==> config.mk <==
export PLATFORM = sky130hd
export DESIGN_NAME = rr_mux4_arbiter_flat
export DESIGN_NICKNAME = d
export VERILOG_FILES = /design/src/rtl/rr_mux4_if.sv /design/src/rtl/rr_mux4_arbiter.sv /design/src/flat_wrapper.sv
export SDC_FILE = /design/constraint.sdc
export NUM_CORES = 1
export LEC_CHECK = 0
export CORE_MARGIN = 2
export CORE_UTILIZATION = 44
export DETAILED_ROUTE_END_ITERATION = 6
export PLACE_DENSITY = 0.92
export SETUP_SLACK_MARGIN = 0.1
export SYNTH_ARGS = -nofsm -noshare
export SYNTH_HDL_FRONTEND = slang
export SYNTH_SLANG_ARGS = --single-unit
==> constraint.sdc <==
create_clock -name clk -period 3.15 [get_ports clk]
set_input_delay 0.4725 -clock clk [delete_from_list [all_inputs] [get_ports clk]]
set_output_delay 0.4725 -clock clk [all_outputs]
set_load 0.005 [all_outputs]
==> src/rtl/rr_mux4_if.sv <==
// Request/data bundle and registered grant/output bundle of the round-robin 4:1 mux arbiter.
// The requester side uses the master modport and the arbiter uses the slave modport.
interface rr_mux4_if #(
    parameter int unsigned WIDTH = 8
);
    logic [3:0]         req;
    logic [4*WIDTH-1:0] data;
    logic [3:0]         gnt;
    logic [1:0]         sel;
    logic               busy;
    logic [WIDTH-1:0]   y;
    logic               y_valid;

    modport master (
        output req, data,
        input  gnt, sel, busy, y, y_valid
    );

    modport slave (
        input  req, data,
        output gnt, sel, busy, y, y_valid
    );
endinterface

==> src/rtl/rr_mux4_arbiter.sv <==
// Round-robin arbiter for four requesters sharing one output lane, with a hold limit
// on ownership and a registered forwarding stage for the owner's data word.
module rr_mux4_arbiter #(
    parameter int unsigned WIDTH    = 8,
    parameter int unsigned HOLD_MAX = 4
) (
    input  logic       clk,
    input  logic       rst_n,
    rr_mux4_if.slave   bus
);
    localparam int unsigned N  = 4;
    localparam int unsigned HW = (HOLD_MAX > 1) ? $clog2(HOLD_MAX) : 1;
    localparam logic [HW-1:0] HOLD_LAST = HW'(HOLD_MAX - 1);

    typedef enum logic {IDLE = 1'b0, GRANT = 1'b1} state_t;

    state_t           state_q, state_d;
    logic [1:0]       ptr_q, ptr_d;
    logic [HW-1:0]    hold_q, hold_d;
    logic [1:0]       owner_d;
    logic [3:0]       gnt_q, gnt_d;
    logic [1:0]       sel_q, sel_d;
    logic             busy_q, busy_d;
    logic [WIDTH-1:0] y_q, y_d;
    logic             y_valid_q, y_valid_d;
    logic [3:0]       others;
    logic [2:0]       pk;
    logic [WIDTH-1:0] word [N];

    // First requesting channel at or after start (mod 4); returns {found, index}.
    function automatic logic [2:0] pick(input logic [3:0] r, input logic [1:0] start);
        logic [2:0] res;
        logic [1:0] idx;
        res = 3'b000;
        for (int k = 3; k >= 0; k--) begin
            idx = start + 2'(k);
            if (r[idx]) res = {1'b1, idx};
        end
        return res;
    endfunction

    // State register plus the registered outputs.
    always_ff @(posedge clk or negedge rst_n) begin
        if (!rst_n) begin
            state_q   <= IDLE;
            ptr_q     <= 2'd0;
            hold_q    <= '0;
            gnt_q     <= 4'b0000;
            sel_q     <= 2'd0;
            busy_q    <= 1'b0;
            y_q       <= '0;
            y_valid_q <= 1'b0;
        end else begin
            state_q   <= state_d;
            ptr_q     <= ptr_d;
            hold_q    <= hold_d;
            gnt_q     <= gnt_d;
            sel_q     <= sel_d;
            busy_q    <= busy_d;
            y_q       <= y_d;
            y_valid_q <= y_valid_d;
        end
    end

    // Next owner, priority pointer and hold counter; sel_q is the current owner while granting.
    always_comb begin
        state_d = state_q;
        ptr_d   = ptr_q;
        hold_d  = hold_q;
        owner_d = sel_q;
        others  = bus.req & ~(4'b0001 << sel_q);
        pk      = 3'b000;
        unique case (state_q)
            IDLE: begin
                pk = pick(bus.req, ptr_q);
                if (pk[2]) begin
                    state_d = GRANT;
                    owner_d = pk[1:0];
                    hold_d  = '0;
                end
            end
            GRANT: begin
                if (!bus.req[sel_q]) begin
                    ptr_d  = sel_q + 2'd1;
                    pk     = pick(others, sel_q + 2'd1);
                    hold_d = '0;
                    if (pk[2]) owner_d = pk[1:0];
                    else       state_d = IDLE;
                end else if (hold_q == HOLD_LAST && others != 4'b0000) begin
                    ptr_d   = sel_q + 2'd1;
                    pk      = pick(others, sel_q + 2'd1);
                    owner_d = pk[1:0];
                    hold_d  = '0;
                end else if (hold_q != HOLD_LAST) begin
                    hold_d = hold_q + HW'(1);
                end
            end
        endcase
    end

    // Next values of the registered outputs; y follows the current select, one cycle behind gnt.
    always_comb begin
        for (int i = 0; i < N; i++) begin
            word[i] = bus.data[(N-1-i)*WIDTH +: WIDTH];
        end
        busy_d    = (state_d == GRANT);
        gnt_d     = busy_d ? (4'b0001 << owner_d) : 4'b0000;
        sel_d     = busy_d ? owner_d : sel_q;
        y_d       = word[sel_q];
        y_valid_d = busy_q & bus.req[sel_q];
    end

    assign bus.gnt     = gnt_q;
    assign bus.sel     = sel_q;
    assign bus.busy    = busy_q;
    assign bus.y       = y_q;
    assign bus.y_valid = y_valid_q;
endmodule

==> src/flat_wrapper.sv <==
// flat-port wrapper written by rule: the top's interface ports become plain ports
module rr_mux4_arbiter_flat 
#(
    parameter int unsigned WIDTH    = 8,
    parameter int unsigned HOLD_MAX = 4
)
  (clk, rst_n, bus_req, bus_data, bus_gnt, bus_sel, bus_busy, bus_y, bus_y_valid);
  rr_mux4_if #(.WIDTH(WIDTH)) bus_i ();
  input  logic clk;
  input  logic rst_n;
  input wire logic [$bits(bus_i.req)-1:0] bus_req;
  input wire logic [$bits(bus_i.data)-1:0] bus_data;
  output wire logic [$bits(bus_i.gnt)-1:0] bus_gnt;
  output wire logic [$bits(bus_i.sel)-1:0] bus_sel;
  output wire logic [$bits(bus_i.busy)-1:0] bus_busy;
  output wire logic [$bits(bus_i.y)-1:0] bus_y;
  output wire logic [$bits(bus_i.y_valid)-1:0] bus_y_valid;
  assign bus_i.req = bus_req;
  assign bus_i.data = bus_data;
  assign bus_gnt = bus_i.gnt;
  assign bus_sel = bus_i.sel;
  assign bus_busy = bus_i.busy;
  assign bus_y = bus_i.y;
  assign bus_y_valid = bus_i.y_valid;
  rr_mux4_arbiter #(.WIDTH(WIDTH), .HOLD_MAX(HOLD_MAX)) u_core (.clk(clk), .rst_n(rst_n), .bus(bus_i));
endmodule
After elaboration in Yosys (flattened, before gate mapping)
Cells that the tools add are included. Widths: inputs -> output; s select.

Register bits after elaboration: 20. Input port bits: 38. Output and inout bits: 16.

Add/subtract/negate cells: 8. Magnitude comparators: 10. Equality and inequality tests: 5. Shifts and indexed selects: 2. Multiplexer cells: 49. Bitwise gates (word level): 5. Reduce and logical (&&, ||, !) cells: 4.

Operator list (count): $mux 3 (11); $lt 2x3->1 const B (9); $mux 2 (10); $bmux 1 s2 (9); $bmux 8 s2 (1); $mux 8 (2); $mux 1 (12); $add 2x1->2 const B (4); $add 2x2->2 const B (4); $pmux 2 s2 (2); $shl 1x2->4 const A (2); $and 4x4->4 (1); $mux 4 (1); $ne 2x1->1 const B (2); $ne 4x4->1 const B (1); $not 4->4 (1); $reduce_and 2->1 (2); $reduce_bool 4->1 (1); $ge 3x3->1 const B (1); $not 2->3 (1); $eq 2x2->1 const B (1); $ne 2x2->1 const B (1); $pmux 1 s2 (1); $and 1x1->1 (1); 2 further kinds (2).

Depth between registers and ports, before layout
Gate-level depths: netlist (run 1).

Depth in word-level cells: 16. Depth in mapped cells: 11. Gate-level depth less buffers: 9.

Least setup slack after synthesis (run 1)
OpenSTA, ideal clock, no wires.

Path kind: register to register. From: register u_core.sel_q[1] (netlist: u_core.bus.sel[1]). To: register u_core.gnt_q[1] (netlist: u_core.bus.gnt[1]). Library setup time: 120 ps. Arrival time: 2544 ps. Slack: 486 ps. Cell stages (with the launch flop): 10. Path buffers: 2. Clock period less this slack: 2664 ps. Cells stage by stage: dfrtp_1 > buf_1 > inv_1 > ha_1 > clkbuf_1 > nor2_1 > a221o_1 > a2111oi_4 > nor3_2 > and3_1.

Cells in the longest elaborated chain, start to end: 16.

Ends and longest elaborated chain: start: declaration (line rr_mux4_arbiter.sv:22) `logic [1:0] sel_q, sel_d;`; start signal: assignment (line rr_mux4_arbiter.sv:58) `sel_q <= sel_d;`; branches (longest 15 deep; another with $add 2x1->2); $mux 4 (*) (line rr_mux4_arbiter.sv:107) `gnt_d = busy_d ? (4'b0001 << owner_d) : 4'b0000;`; via u_core.gnt_d[1] (line rr_mux4_arbiter.sv:21) `logic [3:0] gnt_q, gnt_d;`; end signal: assignment (line rr_mux4_arbiter.sv:57) `gnt_q <= gnt_d;`; end: declaration (line rr_mux4_arbiter.sv:21).

Mark *: on every way through the listed nets, which the timed path passes. The select of a mux whose other input is x is not followed. A chain may end at the register's enable or synchronous reset.

Worst setup path in the final report (run 1)
From: register u_core.sel_q[0] (netlist: u_core.bus.sel[0]). To: register u_core.gnt_q[3] (netlist: u_core.bus.gnt[3]).

The elaborated chain is that of the path after synthesis.

==> out/qor.json, run 1 <==
{
  "outcome": {
    "outcome": "finished clean"
  },
  "worst_setup_path": {
    "critical-path-top-delay-family": "compound AO/OA/AOI/OAI gates",
    "timing.critical_path.slowest_stage_cell": "o41a_1",
    "cpPeakStageDelay_ns": 0.50,
    "number_of_buffers_and_inverters_on_the_critical_path": 2,
    "r2r-end": "u_core.bus.gnt[3]",
    "timing.critical_path.cells": "buf_4 -> ha_1 -> nor2b_4 -> o41a_1 -> o21ai_4 -> a2111oi_4 -> nor3_2 -> inv_2 -> and3_1",
    "reg2reg_depth": 9,
    "critical_path.reg2reg.startpoint": "u_core.bus.sel[0]",
    "crit_required_ns": 3.35,
    "timing.reg2reg.setup_slack_ns": 0.60,
    "cp.arrival_ns": 2.75,
    "cp-start-kind": "flop",
    "end_kind": "flop",
    "critical_path_peak_fanout": 25,
    "critical_path_class": "reg2reg"
  },
  "clock_tree": {
    "cts_hold_bufs": 0,
    "postCtsSetupRepairBufs": 0,
    "clock_slew_at_the_register_clock_pins_of_the_worst_setup_and_hold_paths_ns": 0.11,
    "root_buffer": "clkbuf_4",
    "cts_buffers": 3,
    "cts_resized": 0,
    "cts-root-to-sink-buffers": 2,
    "cts_tree": "yes",
    "cts_sinks": 20,
    "cts_max_level": 1,
    "clk_lat_worst_skew_ns": 0.30
  },
  "final_layout": {
    "finalNetCount": 224,
    "fin_area_um2": 1970,
    "flow.area_growth_from_synthesis_pct": 40.4,
    "layout-drive-gt1-share": 0.145,
    "num_antenna_cells": 0
  },
  "floorplan": {
    "placementRows": 20,
    "fp.dieArea_um2": 3660,
    "ioPinCount": 54,
    "core_um2": 3050,
    "fp.dieW_um": 60.5,
    "initial_cell_density_of_the_core": 0.459,
    "die_height_um": 60.5
  },
  "synthesis": {
    "synth_simple_gate_area_frac": 0.202,
    "synthesis.instances": 129,
    "syn_nets": 172,
    "synth_seq_cells": 20,
    "largest_family_of_logic_cells_by_synthesized_area": "simple AND/OR/NAND/NOR gates",
    "synth_compound_area_frac": 0.161,
    "post_synth_xor_area_fraction": 0,
    "synth_fa_ha_area_frac": 0.0446,
    "syn_area_um2": 1400,
    "synth.lib_cells_used.distinct": 47,
    "synth_seq_area_share": 0.357,
    "synth_mux_area_frac": 0.173,
    "warnings_synthesis": 0,
    "syn_avg_cell_area_um2": 10.9
  },
  "placement": {
    "post_dp_cell_area_um2": 1950,
    "portBuffers": 53,
    "final_estimated_routing_congestion_in_global_placement": 0.988,
    "dp.final_hpwl_um": 2870
  },
  "detailed_routing": {
    "drt_wl_total_um": 3670,
    "via_per_inst": 5.95,
    "number_of_remaining_drc_errors": 0,
    "initial_detailed_routing_violation_count": 78,
    "avgRoutedWirePerCell_um": 16.5,
    "num_vias": 1326,
    "first_pass_iters": 4,
    "drtAntennaViolNets": 0
  },
  "sta": {
    "grt_setup_unrepaired": "no",
    "max_slew.worst_pin.slew_ns": 0.845,
    "fin_crit_sh": 0.810,
    "timing.fmax_ghz": 0.392,
    "fin_setup_tns_ns": 0,
    "timing.final.max_slew_violations": 0,
    "post-route-min-period_ns": 2.55,
    "timing.final.hold_violations": 0,
    "timing.final.setup_violations": 0,
    "rel_slew_slack": 0.435,
    "worst_clock_skew_ns": 0.00246
  },
  "flow_run": {
    "timing.max_cap.violations": 0
  },
  "power": {
    "power.ir.vdd_worst_v": 0.000369,
    "power-per-cell-area_nw_per_um2": 841,
    "p_leak_nw": 0.796
  },
  "global_routing": {
    "grt.overflow.total": 0,
    "first_global_vias": 1288,
    "grt_pass1_wl_um": 5690,
    "grt_max_degree": 26,
    "initial_antenna_violation_count": 0,
    "grtUsageTotal": 0.211
  },
  "min_path": {
    "hold_path_depth": 1,
    "min_delay_worst_endpoint": "u_core.hold_q[1]",
    "hold_start": "u_core.hold_q[1]",
    "min-delay-path-class": "reg2reg"
  }
}
cells by family after synthesis:
kind of cell | count (synthesis)
AOI/OAI and AO/OA | 25
DFF | 20
and+or+nand+nor | 49
buffers and inverters | 16
muxes | 14
adders and majority gates | 5
sequential cells by signal (all words and copies together), names as in the netlist:
signal / flops
u_core.bus.gnt: 4
u_core.ptr_q: 2
u_core.hold_q: 2
u_core.bus.busy: 1
u_core.bus.sel: 2
u_core.bus.y: 8
u_core.bus.y_valid: 1
stage by stage:
stage               hold slack [ns]  setup WS, ns  std cells   util  power (W)
finish                        0.536         0.599        223  0.645    0.00166
global route                  0.533         0.474        223  0.645    0.00176
CTS                           0.533         0.630        223  0.645    0.00165
detailed placement            0.512         0.354        220  0.638    0.00153
global placement              0.478         0.486        220  0.638    0.00147
floorplan                     0.177         0.486        129      -    0.00114
layout make-up:
| type | instances | area (um^2) |
|---|---|---|
| clock buffers | 3 | 22.5 |
| fillers | 223 | 1080 |
| inverters | 8 | 30.0 |
| multi-input cells | 93 | 816 |
| flip-flops and latches | 20 | 500 |
| well taps | 44 | 55.1 |
| repair buffers | 55 | 546 |
Yosys cell counts (all sizes together):
master | n | area share
nand3 | 2 | 0.0071
nor2b | 4 | 0.023
and2 | 1 | 0.0045
nor2 | 11 | 0.029
mux2i | 4 | 0.029
o211a | 1 | 0.0071
o41a | 1 | 0.0080
nor3b | 1 | 0.0054
a21o | 1 | 0.0054
and3 | 3 | 0.013
and2b | 1 | 0.0054
o22ai | 1 | 0.0045
or3 | 1 | 0.0045
o21ai | 6 | 0.029
o32ai | 2 | 0.012
inv | 8 | 0.021
buf | 7 | 0.037
nor4 | 2 | 0.0089
a2111oi | 1 | 0.020
or3b | 1 | 0.0062
dfrtp | 20 | 0.36
o221ai | 1 | 0.0062
nor3 | 8 | 0.036
nand2b | 1 | 0.0045
mux4 | 8 | 0.13
and4bb | 1 | 0.0089
a32o | 1 | 0.0071
o31ai | 2 | 0.011
or2 | 1 | 0.0045
mux2 | 2 | 0.016
a31oi | 1 | 0.0045
o21a | 1 | 0.0062
nand2 | 9 | 0.024
clkbuf | 1 | 0.0027
a221oi | 1 | 0.019
a221o | 1 | 0.0071
ha | 5 | 0.045
nor4b | 2 | 0.017
a21oi | 4 | 0.014
layer usage:
metal / share of wire / track usage
met4: 0.052 / 0.134
met1: 0.35 / 0.226
met2: 0.52 / 0.380
met5: 0 / 0
met3: 0.082 / 0.0384
worst register-to-register path, cell delays in order (launching register included):
cell and delay (ns):
dfrtp_1 0.39, buf_4 0.33, ha_1 0.33, nor2b_4 0.07, o41a_1 0.50, o21ai_4 0.22
a2111oi_4 0.08, nor3_2 0.28, inv_2 0.07, and3_1 0.18
where the power goes:
group	leakage [nW]	total, W	internal [W]	switching (W)
clock	0.0138	0.000121	0.0000446	0.0000759
combinational	0.543	0.00110	0.000573	0.000526
sequential	0.239	0.000437	0.000377	0.0000602
total	0.796	0.00166	0.000994	0.000663
worst max path at each step:
stage,start,endpoint,slack [ns],cells after the start
4_1_cts,u_core.bus.sel[0],u_core.bus.gnt[3],0.63,9
5_1_grt,u_core.bus.sel[0],u_core.bus.gnt[3],0.47,9
3_5_place_dp,bus_req[1],u_core.bus.gnt[3],0.35,8
2_1_floorplan,u_core.bus.sel[1],u_core.bus.gnt[1],0.49,9
3_3_place_gp,bus_req[1],u_core.bus.gnt[3],0.49,8
6_report,u_core.bus.sel[0],u_core.bus.gnt[3],0.60,9
cell usage in the layout, fill, tap and decap left out, drive strengths merged:
cell,netlist,routed
clkdlybuf4s50,0,53
dfrtp,20,20
nor2,11,11
nand2,9,9
mux4,8,8
inv,8,8
nor3,8,8
o21ai,6,6
ha,5,5
mux2i,4,4
a21oi,4,4
nor2b,4,4
and3,3,3
clkbuf,1,3
nor4,2,2
mux2,2,2
nand3,2,2
o32ai,2,2
o31ai,2,2
buf,7,2
nor4b,2,2
or3b,1,1
or2,1,1
and2b,1,1
and4bb,1,1
o41a,1,1
and2,1,1
nor3b,1,1
nand2b,1,1
o22ai,1,1
o221ai,1,1
a221oi,1,1
or3,1,1
a31oi,1,1
a221o,1,1
o21a,1,1
a2111oi,1,1
o211a,1,1
a21o,1,1
a32o,1,1
(Power assumes the default switching activity.)
==> inputs of run 2 (changes only) <==
- clock period: 3.15 -> 2.62 ns (I/O delays scaled with it)
==> run 2 against run 1 <==
Net effect: total power grew 30%; count of clock-buffer cells in the layout grew 1; register-to-register slack worse by 0.41 ns; clock skew decreased by 0.00097 ns; critical path depth is 1 lower; clock power rose by 43%; global-route usage is 1.8 points higher; flip-flop and latch count did not move.
==> out/qor.json, run 2 (synthesis results as in run 1) <==
{
  "outcome": {
    "outcome": "finished clean"
  },
  "floorplan": {
    "ioPinCount": 54,
    "die_height_um": 60.5,
    "core_um2": 3050,
    "fp.dieW_um": 60.5,
    "placementRows": 20,
    "fp.dieArea_um2": 3660,
    "initial_cell_density_of_the_core": 0.459
  },
  "clock_tree": {
    "cts_sinks": 20,
    "clock_slew_at_the_register_clock_pins_of_the_worst_setup_and_hold_paths_ns": 0.10,
    "cts_buffers": 3,
    "clk_lat_worst_skew_ns": 0.29,
    "cts_max_level": 1,
    "cts_tree": "yes",
    "root_buffer": "clkbuf_4",
    "cts-root-to-sink-buffers": 2
  },
  "detailed_routing": {
    "via_per_inst": 5.68,
    "initial_detailed_routing_violation_count": 58,
    "first_pass_iters": 4,
    "number_of_remaining_drc_errors": 0,
    "drtAntennaViolNets": 0,
    "avgRoutedWirePerCell_um": 16.6,
    "drt_wl_total_um": 3840,
    "num_vias": 1313
  },
  "flow_run": {
    "timing.max_cap.violations": 0
  },
  "global_routing": {
    "first_global_vias": 1304,
    "initial_antenna_violation_count": 0,
    "grt_max_degree": 26,
    "grtUsageTotal": 0.229,
    "grt.overflow.total": 0,
    "grt_pass1_wl_um": 6090
  },
  "sta": {
    "grt_setup_unrepaired": "yes",
    "timing.final.max_slew_violations": 0,
    "rel_slew_slack": 0.433,
    "max_slew.worst_pin.slew_ns": 0.848,
    "timing.fmax_ghz": 0.411,
    "timing.final.setup_violations": 0,
    "setup_slack_after_layout_ns": 0.188,
    "fin_crit_sh": 0.928,
    "worst_clock_skew_ns": 0.00149,
    "post-route-min-period_ns": 2.43,
    "timing.final.hold_violations": 0,
    "fin_setup_tns_ns": 0
  },
  "worst_setup_path": {
    "cpPeakStageDelay_ns": 0.46,
    "worst_setup_path_startpoint": "u_core.bus.sel[0]",
    "number_of_buffers_and_inverters_on_the_critical_path": 1,
    "critical_path_peak_fanout": 5,
    "cp.arrival_ns": 2.67,
    "crit_required_ns": 2.86,
    "timing.critical_path.cells": "inv_4 -> ha_2 -> and2b_1 -> o41a_1 -> a21oi_1 -> o32ai_1 -> a221oi_4 -> and3_1",
    "timing.reg2reg.setup_slack_ns": 0.19,
    "end_kind": "flop",
    "r2r-end": "u_core.bus.gnt[3]",
    "critical-path-top-delay-family": "compound AO/OA/AOI/OAI gates",
    "cp-start-kind": "flop",
    "critical_path_class": "reg2reg",
    "critical_path.reg2reg.startpoint": "u_core.bus.sel[0]",
    "timing.critical_path.slowest_stage_cell": "dfrtp_2",
    "reg2reg_depth": 8
  },
  "placement": {
    "preCtsSetupSlack_ns": 0.0212,
    "portBuffers": 53,
    "dp.final_hpwl_um": 3110,
    "final_estimated_routing_congestion_in_global_placement": 0.901
  },
  "final_layout": {
    "flow.area_growth_from_synthesis_pct": 47.8,
    "layout.cells.most_common": "clkdlybuf4s50_1",
    "largest_register_ffs": 8,
    "most-common-layout-cells": "53 x clkdlybuf4s50_1, 18 x dfrtp_1, 11 x nor2_1",
    "finalNetCount": 231,
    "layout-drive-gt1-share": 0.209,
    "num_antenna_cells": 0
  },
  "min_path": {
    "hold_path_depth": 1,
    "hold_start": "u_core.hold_q[0]",
    "min_delay_worst_endpoint": "u_core.hold_q[0]",
    "min-delay-path-class": "reg2reg"
  },
  "power": {
    "power-per-cell-area_nw_per_um2": 1040,
    "power.ir.vdd_worst_v": 0.000374,
    "p_leak_nw": 0.840
  }
}
-- run 2: cell count changes in the layout (fill, tap and decap cells not counted), sizes merged --
cell    change
clkbuf      +1
buf         +7
-- run 2: repair_timing --
| action | 4_1_cts | 5_1_grt |
|---|---|---|
| hold buffers | 0 | 0 |
| resized for setup | 1 | 6 |
| setup buffers | 0 | 0 |
| endpoints found under the setup margin | 3 | 5 |
| pin swaps | 0 | 2 |
-- run 2: worst max path at each step --
| stage | cells after the start | endpoint | slack (ns) |
|---|---|---|---|
| floorplan | 9 | u_core.bus.gnt[1] | 0.11 |
| global placement | 8 | u_core.bus.gnt[1] | 0.08 |
| detailed placement | 8 | u_core.bus.gnt[3] | 0.02 |
| CTS | 9 | u_core.bus.gnt[3] | 0.10 |
| global route | 8 | u_core.bus.gnt[3] | 0.08 |
| finish | 8 | u_core.bus.gnt[3] | 0.19 |
-- run 2: routing by layer --
metal / GRT usage / share of wire / vias up
li1: - / - / 598
met1: 0.262 / 0.37 / 634
met2: 0.421 / 0.53 / 69
met3: 0.0426 / 0.063 / 12
met4: 0.0901 / 0.036 / 0
met5: 0 / 0 / -
-- run 2: layout make-up --
cell class / count / area, um^2
fillers: 254 / 980
multi-input cells: 93 / 836
repair buffers: 62 / 611
flip-flops and latches: 20 / 503
well taps: 44 / 55.1
clock buffers: 4 / 36.3
inverters: 8 / 32.5
-- run 2: where the power goes --
part	total, W	switching (W)	leakage, nW	internal [W]
Sequential	0.000546	0.0000894	0.237	0.000456
Combinational	0.00144	0.000655	0.582	0.000787
Clock	0.000173	0.0000878	0.0210	0.0000847
-- run 2: per-stage QoR --
stage | area (um^2) | hold WS, ns | utilization | std cells | total power (W)
floorplan | 1400 | 0.0974 | - | 129 | 0.00137
global placement | 2010 | 0.476 | 0.659 | 227 | 0.00189
detailed placement | 2010 | 0.495 | 0.659 | 227 | 0.00193
CTS | 2050 | 0.517 | 0.672 | 231 | 0.00212
global route | 2070 | 0.528 | 0.679 | 231 | 0.00232
finish | 2070 | 0.511 | 0.679 | 231 | 0.00216
==> RTL change (flow settings as in run 2) <==
Make the reset (`rst_n`) synchronous in one clocked block.
--- a/src/rtl/rr_mux4_arbiter.sv
+++ b/src/rtl/rr_mux4_arbiter.sv
@@ -42,3 +42,3 @@
     // State register plus the registered outputs.
-    always_ff @(posedge clk or negedge rst_n) begin
+    always_ff @(posedge clk) begin
         if (!rst_n) begin
Check against the original RTL: differs if rst_n is asserted again (counterexample within 4 cycles, from zero or initial values and one cycle with rst_n low); with rst_n held inactive, the same outputs for 10 cycles.
==> RTL change against run 2 <==
Area after synthesis is 11% lower; first-iteration DRC count decreased by 38%; cell area down 9.7%; non-clock buffer count shrank 5; sequential cell count stayed put; core utilization rose by 1.2 points; routed wire length down 9.1%; worst setup slack better by 180 ps.
Power is not compared: it rests on default switching activity, and its combinational part moved more than twofold at a synthesized area within 25%.
==> RTL change: results (changes against run 2) <==
status=finished clean; Seq/Total Area, Yosys=32.2% (-3.5 points); mux share of post-synthesis cell area=21.2% (+3.9 points); placed cells=201 (-11%); complex-gate fraction of the synthesized area=14.3% (-1.9 points); vias post-DR=1150 (-12%); DRT iter0 DRCs=36 (-38%); worst-margin pin slew=488 ps (-360 ps); max incr delay on CP=530 ps (+70 ps); pre-CTS setup slack=283 ps (+261 ps); slowest CP cell=dfxtp_1; DRT Pass-1 Iters=4 (unchanged); RePlAce Congestion=0.866 (-3.9%); Netlist cell types=43 (-8.5%); Vias/cell=5.61 (-1.3%); share of cells above drive strength 1=16.7% (-4.2 points); Post-synth top cells=dfxtp_1, and2_1, mux4_2; H-tree depth=1 (unchanged); drt total wl=3490 um (-9.1%); first-pass GRT wire length=5490 um (-10%); Clock Skew=6.13 ps (+4.64 ps); Tot GR Track Use=21.9% (-0.96 points); Async S/R FF share, synth=0% (-100 points); Gate Count Post-Synth=117 (-9.3%); Final nets=218 (-5.6%); Placed Area=1820 um^2 (-9.6%); Synth area leaders=dfxtp_1, mux4_2, and2_1; Worst EP arrival=2470 ps (-200 ps); HPWL after DPL=2800 um (-10%); cell family contributing the most delay on the critical path=simple AND/OR/NAND/NOR gates; fillers=209 (-18%); Synthesized Nets=160 (-7.0%)
[RTL change: cell type report]
type / count / area (um^2) / area share [%]
clock inverter: 1 / 30.0 / 1.60
clock buffer: 3 / 22.5 / 1.20
multi-input combinational: 89 / 805 / 43.0
sequential: 20 / 400 / 21.4
inverter: 4 / 15.0 / 0.802
tap: 31 / 38.8 / 2.07
timing repair buffer: 57 / 561 / 29.9
[RTL change: path summary, 6_finish.rpt]
check / depth (start not counted) / startpoint / slack [ps] / to
worst max-delay path: 7 / u_core.bus.sel[1] / 370 / u_core.bus.sel[0]
worst min-delay path: 2 / u_core.hold_q[1] / 540 / u_core.hold_q[1]
worst max register to register: 7 / u_core.bus.sel[1] / 370 / u_core.bus.sel[0]
worst min register to register: 2 / u_core.hold_q[1] / 540 / u_core.hold_q[1]
[RTL change: power breakdown]
part | total (mW) | internal, mW | leakage [nW] | switching (mW)
logic | 0.352 | 0.210 | 0.508 | 0.142
clock network | 0.247 | 0.155 | 0.0279 | 0.0922
registers | 0.358 | 0.337 | 0.165 | 0.0214
total | 0.957 | 0.702 | 0.701 | 0.255
[RTL change: metal layers]
layer	up-vias	part of all wire, %	wire length, um	global-route usage (%)
met4	0	2.0	68	8.97
met2	44	54	1870	39.7
met1	551	40	1380	25.0
met5	-	0	0	0
met3	6	4.8	168	4.54
li1	549	-	-	-
[RTL change: cell families after synthesis]
family / after synthesis
adders and majority gates: 5
and+or+nand+nor: 46
DFF: 20
AOI/OAI and AO/OA: 23
muxes: 15
buffers and inverters: 8
[RTL change: worst register-to-register path, stage by stage, from the launching register on]
cell and delay (ps):
dfxtp_1 530, inv_1 110, ha_1 370, or3b_2 480, a21oi_1 170, a221o_1 170
o221ai_2 150, and2_1 180
